[config.mk]
export PLATFORM = sky130hd
export DESIGN_NAME = sipo_deser
export DESIGN_NICKNAME = d
export VERILOG_FILES = /design/src/rtl/sipo_pkg.sv /design/src/rtl/sipo_shift_reg.sv /design/src/rtl/sipo_deser.sv
export SDC_FILE = /design/constraint.sdc
export NUM_CORES = 1
export LEC_CHECK = 0
export BUFFER_PORTS_ARGS = -buffer_cell sky130_fd_sc_hd__buf_2
export CORE_AREA = 4 4 45 47
export DETAILED_ROUTE_END_ITERATION = 8
export DIE_AREA = 0 0 49 51
export PLACE_DENSITY = 0.62
export SLEW_MARGIN = 25
export SYNTH_ARGS = -nofsm -noshare
export SYNTH_HDL_FRONTEND = slang
export SYNTH_SLANG_ARGS = --single-unit
[constraint.sdc]
create_clock -name clk -period 1.92 [get_ports clk]
set_input_delay 0 -clock clk [delete_from_list [all_inputs] [get_ports clk]]
set_output_delay 0 -clock clk [all_outputs]
set_load 0.05 [all_outputs]
[src/rtl/sipo_pkg.sv]
// Shared definitions for the serial-in/parallel-out deserializer.
// The PARITY state only exists when SIPO_PARITY_EN is defined.
package sipo_pkg;

  localparam int SIPO_DEF_WIDTH = 4;

  typedef enum logic [1:0] {
    ST_IDLE   = 2'd0,
    ST_SHIFT  = 2'd1
`ifdef SIPO_PARITY_EN
    ,
    ST_PARITY = 2'd2
`endif
  } sipo_state_t;

endpackage

[src/rtl/sipo_shift_reg.sv]
// Serial shift register with clear and a look-ahead parallel output.
// o_word shows the register contents as they will be after this cycle's
// shift, so the owner can capture a completed word on the same edge that
// samples its last bit.
module sipo_shift_reg #(
  parameter int WIDTH     = 4,
  parameter int MSB_FIRST = 1
) (
  input  logic             clk,
  input  logic             rst_n,
  input  logic             i_clear,
  input  logic             i_shift_en,
  input  logic             i_sin,
  output logic [WIDTH-1:0] o_word
);

  logic [WIDTH-1:0] r_data;
  logic [WIDTH-1:0] w_shifted;

  // MSB-first shifts toward the top so the first bit ends in [WIDTH-1];
  // LSB-first shifts toward the bottom so the first bit ends in [0].
  generate
    if (MSB_FIRST != 0) begin : g_msb_first
      assign w_shifted = {r_data[WIDTH-2:0], i_sin};
    end else begin : g_lsb_first
      assign w_shifted = {i_sin, r_data[WIDTH-1:1]};
    end
  endgenerate

  // Look-ahead view: the shifted value while shifting, the stored value otherwise.
  always_comb begin
    o_word = r_data;
    if (i_shift_en) begin
      o_word = w_shifted;
    end
  end

  // Storage: clear wins over shift so an aborted frame leaves no residue.
  always_ff @(posedge clk or negedge rst_n) begin
    if (!rst_n) begin
      r_data <= '0;
    end else if (i_clear) begin
      r_data <= '0;
    end else if (i_shift_en) begin
      r_data <= w_shifted;
    end
  end

endmodule

[src/rtl/sipo_deser.sv]
// Serial-in/parallel-out deserializer with a one-word output register,
// ready/valid handoff and a sticky overrun flag.
// Optional feature macro: SIPO_PARITY_EN adds a trailing even-parity bit
// per frame, the PARITY state and the parity_err output.
module sipo_deser
  import sipo_pkg::*;
#(
  parameter int WIDTH     = SIPO_DEF_WIDTH,
  parameter int MSB_FIRST = 1
) (
  input  logic             clk,
  input  logic             rst_n,
  input  logic             start,
  input  logic             sin,
  input  logic             sin_en,
  input  logic             q_ready,
  output logic [WIDTH-1:0] Q,
  output logic             q_valid,
  output logic             busy,
  output logic             overrun
`ifdef SIPO_PARITY_EN
  ,
  output logic             parity_err
`endif
);

  localparam int CNT_W = $clog2(WIDTH + 1);
  localparam logic [CNT_W-1:0] LAST_BIT = CNT_W'(WIDTH - 1);

  sipo_state_t      r_state;
  sipo_state_t      w_state_nxt;
  logic [CNT_W-1:0] r_cnt;
  logic [CNT_W-1:0] w_cnt_nxt;
  logic             w_shift_en;
  logic             w_clear;
  logic             w_complete;
  logic [WIDTH-1:0] w_word;
  logic [WIDTH-1:0] r_q;
  logic             r_q_valid;
  logic             r_overrun;
`ifdef SIPO_PARITY_EN
  logic             w_perr;
  logic             r_parity_err;
`endif

  sipo_shift_reg #(
    .WIDTH     (WIDTH),
    .MSB_FIRST (MSB_FIRST)
  ) u_shift_reg (
    .clk        (clk),
    .rst_n      (rst_n),
    .i_clear    (w_clear),
    .i_shift_en (w_shift_en),
    .i_sin      (sin),
    .o_word     (w_word)
  );

`ifdef SIPO_PARITY_EN
  // Even parity over data plus parity bit: any odd total is a mismatch.
  assign w_perr = ^{w_word, sin};
`endif

  // State and bit counter registers.
  always_ff @(posedge clk or negedge rst_n) begin
    if (!rst_n) begin
      r_state <= ST_IDLE;
      r_cnt   <= '0;
    end else begin
      r_state <= w_state_nxt;
      r_cnt   <= w_cnt_nxt;
    end
  end

  // Next state, counter update and shift/clear/complete strobes; start always
  // takes priority over a data bit in the same cycle.
  always_comb begin
    w_state_nxt = r_state;
    w_cnt_nxt   = r_cnt;
    w_shift_en  = 1'b0;
    w_clear     = 1'b0;
    w_complete  = 1'b0;
    case (r_state)
      ST_IDLE: begin
        if (start) begin
          w_state_nxt = ST_SHIFT;
          w_cnt_nxt   = '0;
          w_clear     = 1'b1;
        end
      end
      ST_SHIFT: begin
        if (start) begin
          w_cnt_nxt = '0;
          w_clear   = 1'b1;
        end else if (sin_en) begin
          w_shift_en = 1'b1;
          if (r_cnt == LAST_BIT) begin
            w_cnt_nxt = '0;
`ifdef SIPO_PARITY_EN
            w_state_nxt = ST_PARITY;
`else
            w_state_nxt = ST_IDLE;
            w_complete  = 1'b1;
`endif
          end else begin
            w_cnt_nxt = r_cnt + 1'b1;
          end
        end
      end
`ifdef SIPO_PARITY_EN
      ST_PARITY: begin
        if (start) begin
          w_state_nxt = ST_SHIFT;
          w_cnt_nxt   = '0;
          w_clear     = 1'b1;
        end else if (sin_en) begin
          w_state_nxt = ST_IDLE;
          w_complete  = 1'b1;
        end
      end
`endif
      default: begin
        w_state_nxt = ST_IDLE;
        w_cnt_nxt   = '0;
      end
    endcase
  end

  // Output word register: load on completion if the slot is free or being
  // consumed this cycle, otherwise drop the new word and flag overrun.
  always_ff @(posedge clk or negedge rst_n) begin
    if (!rst_n) begin
      r_q          <= '0;
      r_q_valid    <= 1'b0;
      r_overrun    <= 1'b0;
`ifdef SIPO_PARITY_EN
      r_parity_err <= 1'b0;
`endif
    end else if (w_complete) begin
      if (!r_q_valid || q_ready) begin
        r_q          <= w_word;
        r_q_valid    <= 1'b1;
`ifdef SIPO_PARITY_EN
        r_parity_err <= w_perr;
`endif
      end else begin
        r_overrun <= 1'b1;
      end
    end else if (r_q_valid && q_ready) begin
      r_q_valid <= 1'b0;
    end
  end

  assign Q       = r_q;
  assign q_valid = r_q_valid;
  assign overrun = r_overrun;
  assign busy    = (r_state != ST_IDLE);
`ifdef SIPO_PARITY_EN
  assign parity_err = r_parity_err;
`endif

endmodule

* Word-level counts from Yosys, hierarchy flattened *
Index checks and enable logic that the tools add are counted.

storage, ports and cells
  input port bits = 6
  output and inout port bits = 7
  register bits after elaboration = 15
  logic and storage cells = 52

operators by class
  bitwise operators = 1
  muxes and demuxes = 24
  equal/unequal tests = 8
  add/subtract/negate cells = 1
  reduce and logical (&&, ||, !) cells = 12

operators by type and width
  operator                                        number
  two-way mux 1 bit                               12
  two-way mux 3 bit                               4
  two-way mux 2 bit                               4
  two-way mux 4 bit                               2
  != test 2 bit (second input constant)           4
  AND reduction 2 bit                             4
  one-hot mux 3 bit (2 select lines)              1
  one-hot mux 2 bit (2 select lines)              1
  AND reduction 4 bit                             1
  nonzero test 2 bit                              2
  adder 3 x 1 -> 3 bit (second input constant)    1
  == test 3 x 2 -> 1 bit (second input constant)  1
  != test 3 bit (second input constant)           1
  == test 2 x 1 -> 1 bit (second input constant)  1
  zero test 2 bit                                 1
  != test 2 x 1 -> 1 bit (second input constant)  1
  OR reduction 2 bit                              1
  logical AND 1 bit                               1
  zero test 1 bit                                 1
  logical OR 1 bit                                1
  inverter 1 bit                                  1

* Depth between registers and ports, before layout *
Gate-level depths: netlist (run 1).

  word-level depth = 7
  gate-level depth with buffers = 4
  gate-level depth less buffers = 4

* Modules after synthesis *
From an unflattened synthesis (run 1), not the netlist that was laid out.

second synthesis, totals
  cell total of the unflattened synthesis = 45
  area, all modules = 595.6 µm²

by module, submodules not included
  module          cells each  area an instance (µm²)  seq. area each (µm²)  instances
  sipo_deser      33          425.4                   250.2                 1
  sipo_shift_reg  12          170.2                   100.1                 1

* Worst setup path before layout (run 1) *
Ideal clock, no wire load.

  path kind = reg2reg
  start = register r_state[0]
  end = register r_q[0] (netlist: Q[0])
  stages on the path, launching flop included = 4
  data required time = 1.795 ns
  period minus slack after synthesis = 1.686 ns
  library setup time = 0.125 ns
  data arrival time = 1.561 ns
  path slack = 0.234 ns
  buffers on the path = 0
  cells stage by stage = dfrtp_1 -> nand2_2 -> nor4_4 -> mux2_2

between the ends
  word-level cells in the longest chain between the ends = 3
  elaborated cells between the ends (all ways) = 5
  classes of those cells = eq/ne (1); mux (3); reduce/logical (1)

RTL lines
  element                                                   line               RTL
  from (decl)                                               sipo_deser.sv:30   sipo_state_t r_state;
  from (signal assigned)                                    sipo_deser.sv:69   r_state <= w_state_nxt;
  == test 2 x 1 -> 1 bit (*)                                sipo_deser.sv:82   case (r_state)
  two-way mux 1 bit                                         sipo_deser.sv:82
  two-way mux 4 bit or AND reduction 2 bit (tied branches)  --
  to (signal assigned)                                      sipo_deser.sv:140  r_q <= w_word;
  to (decl)                                                 sipo_deser.sv:38   logic [WIDTH-1:0] r_q;

Every way passes the cells marked *; elsewhere a longest branch is shown, timed or not.
A chain may end at the register's enable or synchronous reset.

* Final worst setup path (run 1) *
  start = register r_cnt[0]
  end = register r_q[1] (netlist: Q[1])

between the ends
  word-level cells in the longest chain between the ends = 6

RTL lines
  element                               line              RTL
  from (decl)                           sipo_deser.sv:32  logic [CNT_W-1:0] r_cnt;
  from (signal assigned)                sipo_deser.sv:70  r_cnt <= w_cnt_nxt;
  == test 3 x 2 -> 1 bit                sipo_deser.sv:96  if (r_cnt == LAST_BIT) begin
  two-way mux 1 bit                     sipo_deser.sv:96
  two-way mux 1 bit                     sipo_deser.sv:94  end else if (sin_en) begin
  two-way mux 1 bit                     sipo_deser.sv:91  if (start) begin
  two-way mux 1 bit                     sipo_deser.sv:82
  AND reduction 2 bit (no source line)  --

Every way passes these cells.

==> out/qor.yml, run 1 <==
layout-drive-gt1-share_pct: 39.1
cts_tree: "yes"
clock_sinks: 13
start_util_pct: 33.6
routed_via_density: 4.79
die-width_um: 49
hold_viol: 0
antenna_found_initial: 0
finalCritPeriodShare_pct: 78.9
cp_max_fo: 4
finalWirelength_um: 945
period_minus_slack_ns: 1.51
ys.flop_type: "dfrtp_1"
clk_path_buf_depth: 2
synth_cell_types: 18
reg2reg_slack_ns: 0.41
grt_usage_pct: 9.13
worst_pin_slew_ns: 0.338
final_common_cell: "dfrtp_1"
yosys_warnings: 0
core_area_um2: 1650
syn_to_final_growth_pct: 21.4
ys_ff_latch: 13
vias: 388
clk_pin_slew_ns: 0.07
final_cell_mix: "13 x dfrtp_1, 12 x buf_2, 9 x nand2_1"
setup_viol: 0
leakage_nw: 0.340
antennaDiodeCount: 0
r2r-start: "r_cnt[0]"
syn-num-nets: 55
fmax_ghz: 0.660
clk_root_buffer_cell: "clkbuf_4"
place_ws_ns: 0.409
r2r_cells: 4
gp_congestion: 0.693
synth_cells: 48
grt_pass1_wl_mm: 1.70
critical_path_class: "reg -> reg"
ir_drop_mv: 0.503
yosysSeqAreaShare_pct: 58.6
pin_count: 13
synth.avg_cell_area_um2: 11.6
dr.first_iter.drc_count: 9
ctsResizeCount: 0
insertion_delay_ns: 0.27
fin_nets: 72
htreeDepth: 1
syn_area_um2: 556
drc_errors: 0
synth_edf_count: 0
crit_required_ns: 2.08
arrival_ns: 1.68
reg2reg_to: "Q[1]"
async_flop_share_pct: 100
ant_nets: 0
wire_per_inst_um: 11.7
dieArea_um2: 2500
rsz0062_at_grt: "false"
maxCapViolCount: 0
start_kind: "flop"
outcome: "finished, final reports clean"
report.final.slew_viol_count: 0
clock_skew_ns: 0.000636
io_buffer_count: 12
die_y_um: 51
grt_pass1_vias: 393
dp_hpwl_um: 699
fin_ws_ns: 0.405
relSlewSlack_pct: 77.3
crit_path_start: "r_cnt[0]"
gr-total-overflow: 0
rows: 15
cts_made_buffers: 3
endpoint: "Q[1]"
end_kind: "flop"
hp-class: "in -> reg"
setup-tns-final_ns: 0
drt-pass1-iter-count: 4
power_density_nw_per_um2: 768
grt_max_degree: 14
==> final cells by class <==
class	instances	area (µm²)
clock buffers	4	26.3
multi-input cells	33	221
flip-flops and latches	13	325
repair buffers	14	80.1
well taps	17	21.3
fillers	163	977
==> cell families after synthesis <==
logic type	after synthesis	share of synthesized area [%]
AO/OA/AOI/OAI	8	8.33
AND/OR/NAND/NOR	20	21.2
adder cells (fa/ha/maj)	1	2.25
flip-flops	13	58.6
multiplexers	4	8.11
buffers and inverters	2	1.58
==> where the power goes <==
part	total (mW)	switching, mW	leakage, nW	internal (mW)
clock network	0.165	0.0843	0.0150	0.0806
logic	0.0638	0.0422	0.151	0.0216
registers	0.289	0.00567	0.174	0.284
total	0.518	0.132	0.340	0.386
==> cell usage after synthesis (2+ instances only) <==
cell / n / area (µm²)
a21oi_1: 6 / 30.0
dfrtp_1: 13 / 325
mux2_2: 4 / 45.0
nand2_1: 9 / 33.8
nand2b_1: 2 / 12.5
nor2b_1: 2 / 12.5
==> per-layer routing <==
layer | global-route usage, % | up-vias | wire, µm
met3 | 5.83 | 2 | 83
met5 | 0 | - | 0
met1 | 11.3 | 178 | 427
met2 | 11.7 | 13 | 425
li1 | - | 195 | -
met4 | 5.38 | 0 | 10
==> flip-flops by register name, summed over array words and instances, names as in the netlist <==
name,cells
Q,4
r_state,1
u_shift_reg.r_data,3
overrun,1
r_cnt,3
q_valid,1
==> worst max-delay path, cell delays in order, from the launching register on <==
cell and delay [ns]:
dfrtp_1 0.37, ha_1 0.19, nand2b_1 0.12, nor4_4 0.34
mux2_2 0.38
==> through the flow <==
step | power [mW] | utilization, % | area [µm²] | hold slack (ns) | cells
detailed placement | 0.356 | 38.0 | 628 | -0.0990 | 75
global placement | 0.356 | 38.0 | 628 | -0.0989 | 75
finish | 0.518 | 40.8 | 674 | 0.0126 | 81
CTS | 0.529 | 40.8 | 674 | 0.00886 | 81
floorplan | 0.336 | - | 556 | -0.296 | 48
global route | 0.552 | 40.8 | 674 | 0.00770 | 81
==> how the worst min path moves through the flow <==
stage	from	end	cells after the start
6_report	start	u_shift_reg.r_data[0]	2
5_1_grt	start	r_cnt[1]	2
2_1_floorplan	rst_n	Q[0]	0
3_3_place_gp	rst_n	r_cnt[1]	1
3_5_place_dp	rst_n	r_cnt[1]	1
4_1_cts	start	r_cnt[1]	2
==> what timing repair did <==
item / 4_1_cts / 5_1_grt
hold buffers: 2 / 0
setup buffers: 0 / 0
endpoints found under the hold margin: 15 / 0
No activity file was read; power rests on OpenSTA's default activity.
==> run 2, diff against run 1 <==
==> constraint.sdc (replaced) <==
create_clock -name clk -period 1.4 [get_ports clk]
set_input_delay 0 -clock clk [delete_from_list [all_inputs] [get_ports clk]]
set_output_delay 0 -clock clk [all_outputs]
set_load 0.05 [all_outputs]
==> run 2 against run 1 <==
Compared with the run above:
- the flow now finishes with violations (negative setup slack)
- global-route usage increased by 1.9 points
- design area increased by 16%
- combinational power increased by 72%
- sequential power increased by 38%
- register-to-register slack got worse by 0.45 ns
- clock skew increased by 0.0027 ns
- sequential cell count unchanged
- clock-buffer cell count unchanged
- core utilization increased by 6.4 points
- clock power increased by 47%
- maximum frequency increased by 4.9%
==> out/qor.yml, run 2 (same netlist as run 1, synthesis figures left out) <==
outcome: "complete, but fails checks"
violations: "negative setup slack"
finalWirelength_mm: 1.19  # +26%
grt_pass1_wl_mm: 2.10  # +24%
power_frac_seq_pct: 53.2  # -2.7 points
clock_skew_ns: 0.00338  # +0.00275 ns
critical_path_class: "reg -> reg"
routed_via_density: 4.83  # +0.82%
start_kind: "flop"
insertion_delay_ns: 0.28  # about the same
final_common_cell: "buf_2"
maxCapViolCount: 0  # unchanged
antenna_found_initial: 0  # unchanged
fin_nets: 79  # +9.7%
grt_usage_pct: 11.0  # +1.9 points
clk_path_buf_depth: 2  # unchanged
p_switching_mw: 0.207  # +56%
worst_pin_slew_ns: 0.325  # -0.0134 ns
gp_congestion: 0.667  # -3.8%
clock_sinks: 13  # unchanged
cts_tree: "yes"
die-width_um: 49  # unchanged
dieArea_um2: 2500  # unchanged
cp_max_fo: 4  # unchanged
power_mw: 0.752  # +45%
setup_viol: 4  # +4
syn_to_final_growth_pct: 40.3
arrival_ns: 1.62  # -0.06 ns
finalCritPeriodShare_pct: 103  # +24 points
leakage_nw: 0.378  # +11%
largest_reg_flops: 4  # unchanged
wire_per_inst_um: 13.5  # +16%
end_kind: "flop"
layout-drive-gt1-share_pct: 53.5  # +14 points
final_cell_mix: "12 x buf_2, 11 x dfrtp_1, 9 x nand2_1"
p_sw_share_pct: 27.5  # +2.0 points
ant_nets: 0  # unchanged
core_area_um2: 1650  # unchanged
reg2reg_slack_ns: -0.04  # -0.45 ns
grt_pass1_vias: 470  # +20%
rsz0062_at_grt: "true"
dr.first_iter.drc_count: 3  # -6
fmax_ghz: 0.693  # +4.9%
relSlewSlack_pct: 78.3  # +1.0 points
pin_count: 13  # unchanged
clk_pin_slew_ns: 0.08  # about the same
cts_made_buffers: 3  # unchanged
hold_slack_ns: 0.00269  # -0.00993 ns
report.final.slew_viol_count: 0  # unchanged
grt_max_degree: 14  # unchanged
clkPwrFrac_pct: 32.3  # +0.5 points
vias: 425  # +9.5%
drc_errors: 0  # unchanged
clk_root_buffer_cell: "clkbuf_4"
hold_viol: 0  # unchanged
rows: 15  # unchanged
antennaDiodeCount: 0  # unchanged
hp-class: "in -> reg"
fillers: 169  # +3.7%
crit_required_ns: 1.57  # -0.51 ns
htreeDepth: 1  # unchanged
period_minus_slack_ns: 1.44  # -0.0710 ns
start_util_pct: 33.6  # unchanged
combPwrFrac_pct: 14.6  # +2.3 points
die_y_um: 51  # unchanged
dp_hpwl_um: 802  # +15%
fin_ws_ns: -0.0436  # -0.449 ns
io_buffer_count: 12  # unchanged
power_density_nw_per_um2: 965  # +26%
gr-total-overflow: 0  # unchanged
ir_drop_mv: 0.462  # -8.2%
drt-pass1-iter-count: 2  # -2
power.internal_mw: 0.545  # +41%
## run 2: cell types whose count changed in the layout (fill, tap and decap cells not counted), sizes merged
cell,previous run,this run
buf,12,19
## run 2: layout make-up
type	count	area, µm²	area share, %
Tap cell	17	21.3	2.73
Clock buffer	4	26.3	3.37
Sequential cell	13	328	42.1
Multi-Input combinational cell	33	272	34.8
Timing Repair Buffer	21	133	17.0
## run 2: repair_timing
action	in CTS	in global routing
endpoints found under the hold margin	15	0
hold buffers	2	0
buffers inserted	2	0
endpoints found under the setup margin	5	6
resized for setup	9	1
pin swaps	3	1
## run 2: path summary, 6_finish.rpt
check / from / end / cells after the start
max: r_cnt[1] / Q[0] / 5
min: start / r_cnt[0] / 2
max reg2reg: r_cnt[1] / Q[0] / 5
min reg2reg: overrun / overrun / 1
max in group asynchronous: rst_n / r_state[0] / 2
min in group asynchronous: rst_n / r_cnt[0] / 2
## run 2: metrics by stage
step / cells / area [µm²] / util (%) / worst slack, ns / TNS [ns]
floorplan: 48 / 563 / - / -0.0490 / -0.196
global placement: 80 / 673 / 40.8 / -0.0616 / -0.274
detailed placement: 80 / 673 / 40.8 / -0.141 / -0.606
CTS: 88 / 777 / 47.0 / -0.0202 / -0.0721
global route: 88 / 779 / 47.2 / -0.114 / -0.488
finish: 88 / 779 / 47.2 / -0.0436 / -0.159
## run 2: critical path: stages (launching register included)
cell,delay (ns)
dfrtp_1,0.41
ha_4,0.17
nand2b_4,0.06
nor4_4,0.20
buf_4,0.19
mux2_4,0.31
## run 2: per-layer routing
metal | up-vias | wire length, µm | GRT usage [%]
li1 | 207 | - | -
met1 | 204 | 560 | 14.9
met2 | 10 | 558 | 15.4
met3 | 4 | 41 | 1.17
met4 | 0 | 31 | 9.42
met5 | - | 0 | 0
## run 2: power by group through the flow
stage | logic, mW | clock network (mW) | registers [mW]
3_3_place_gp | 0.0942 | 0 | 0.404
3_5_place_dp | 0.0947 | 0 | 0.405
2_1_floorplan | 0.0332 | 0 | 0.428
5_1_grt | 0.119 | 0.268 | 0.402
4_1_cts | 0.111 | 0.243 | 0.400
6_report | 0.110 | 0.242 | 0.400
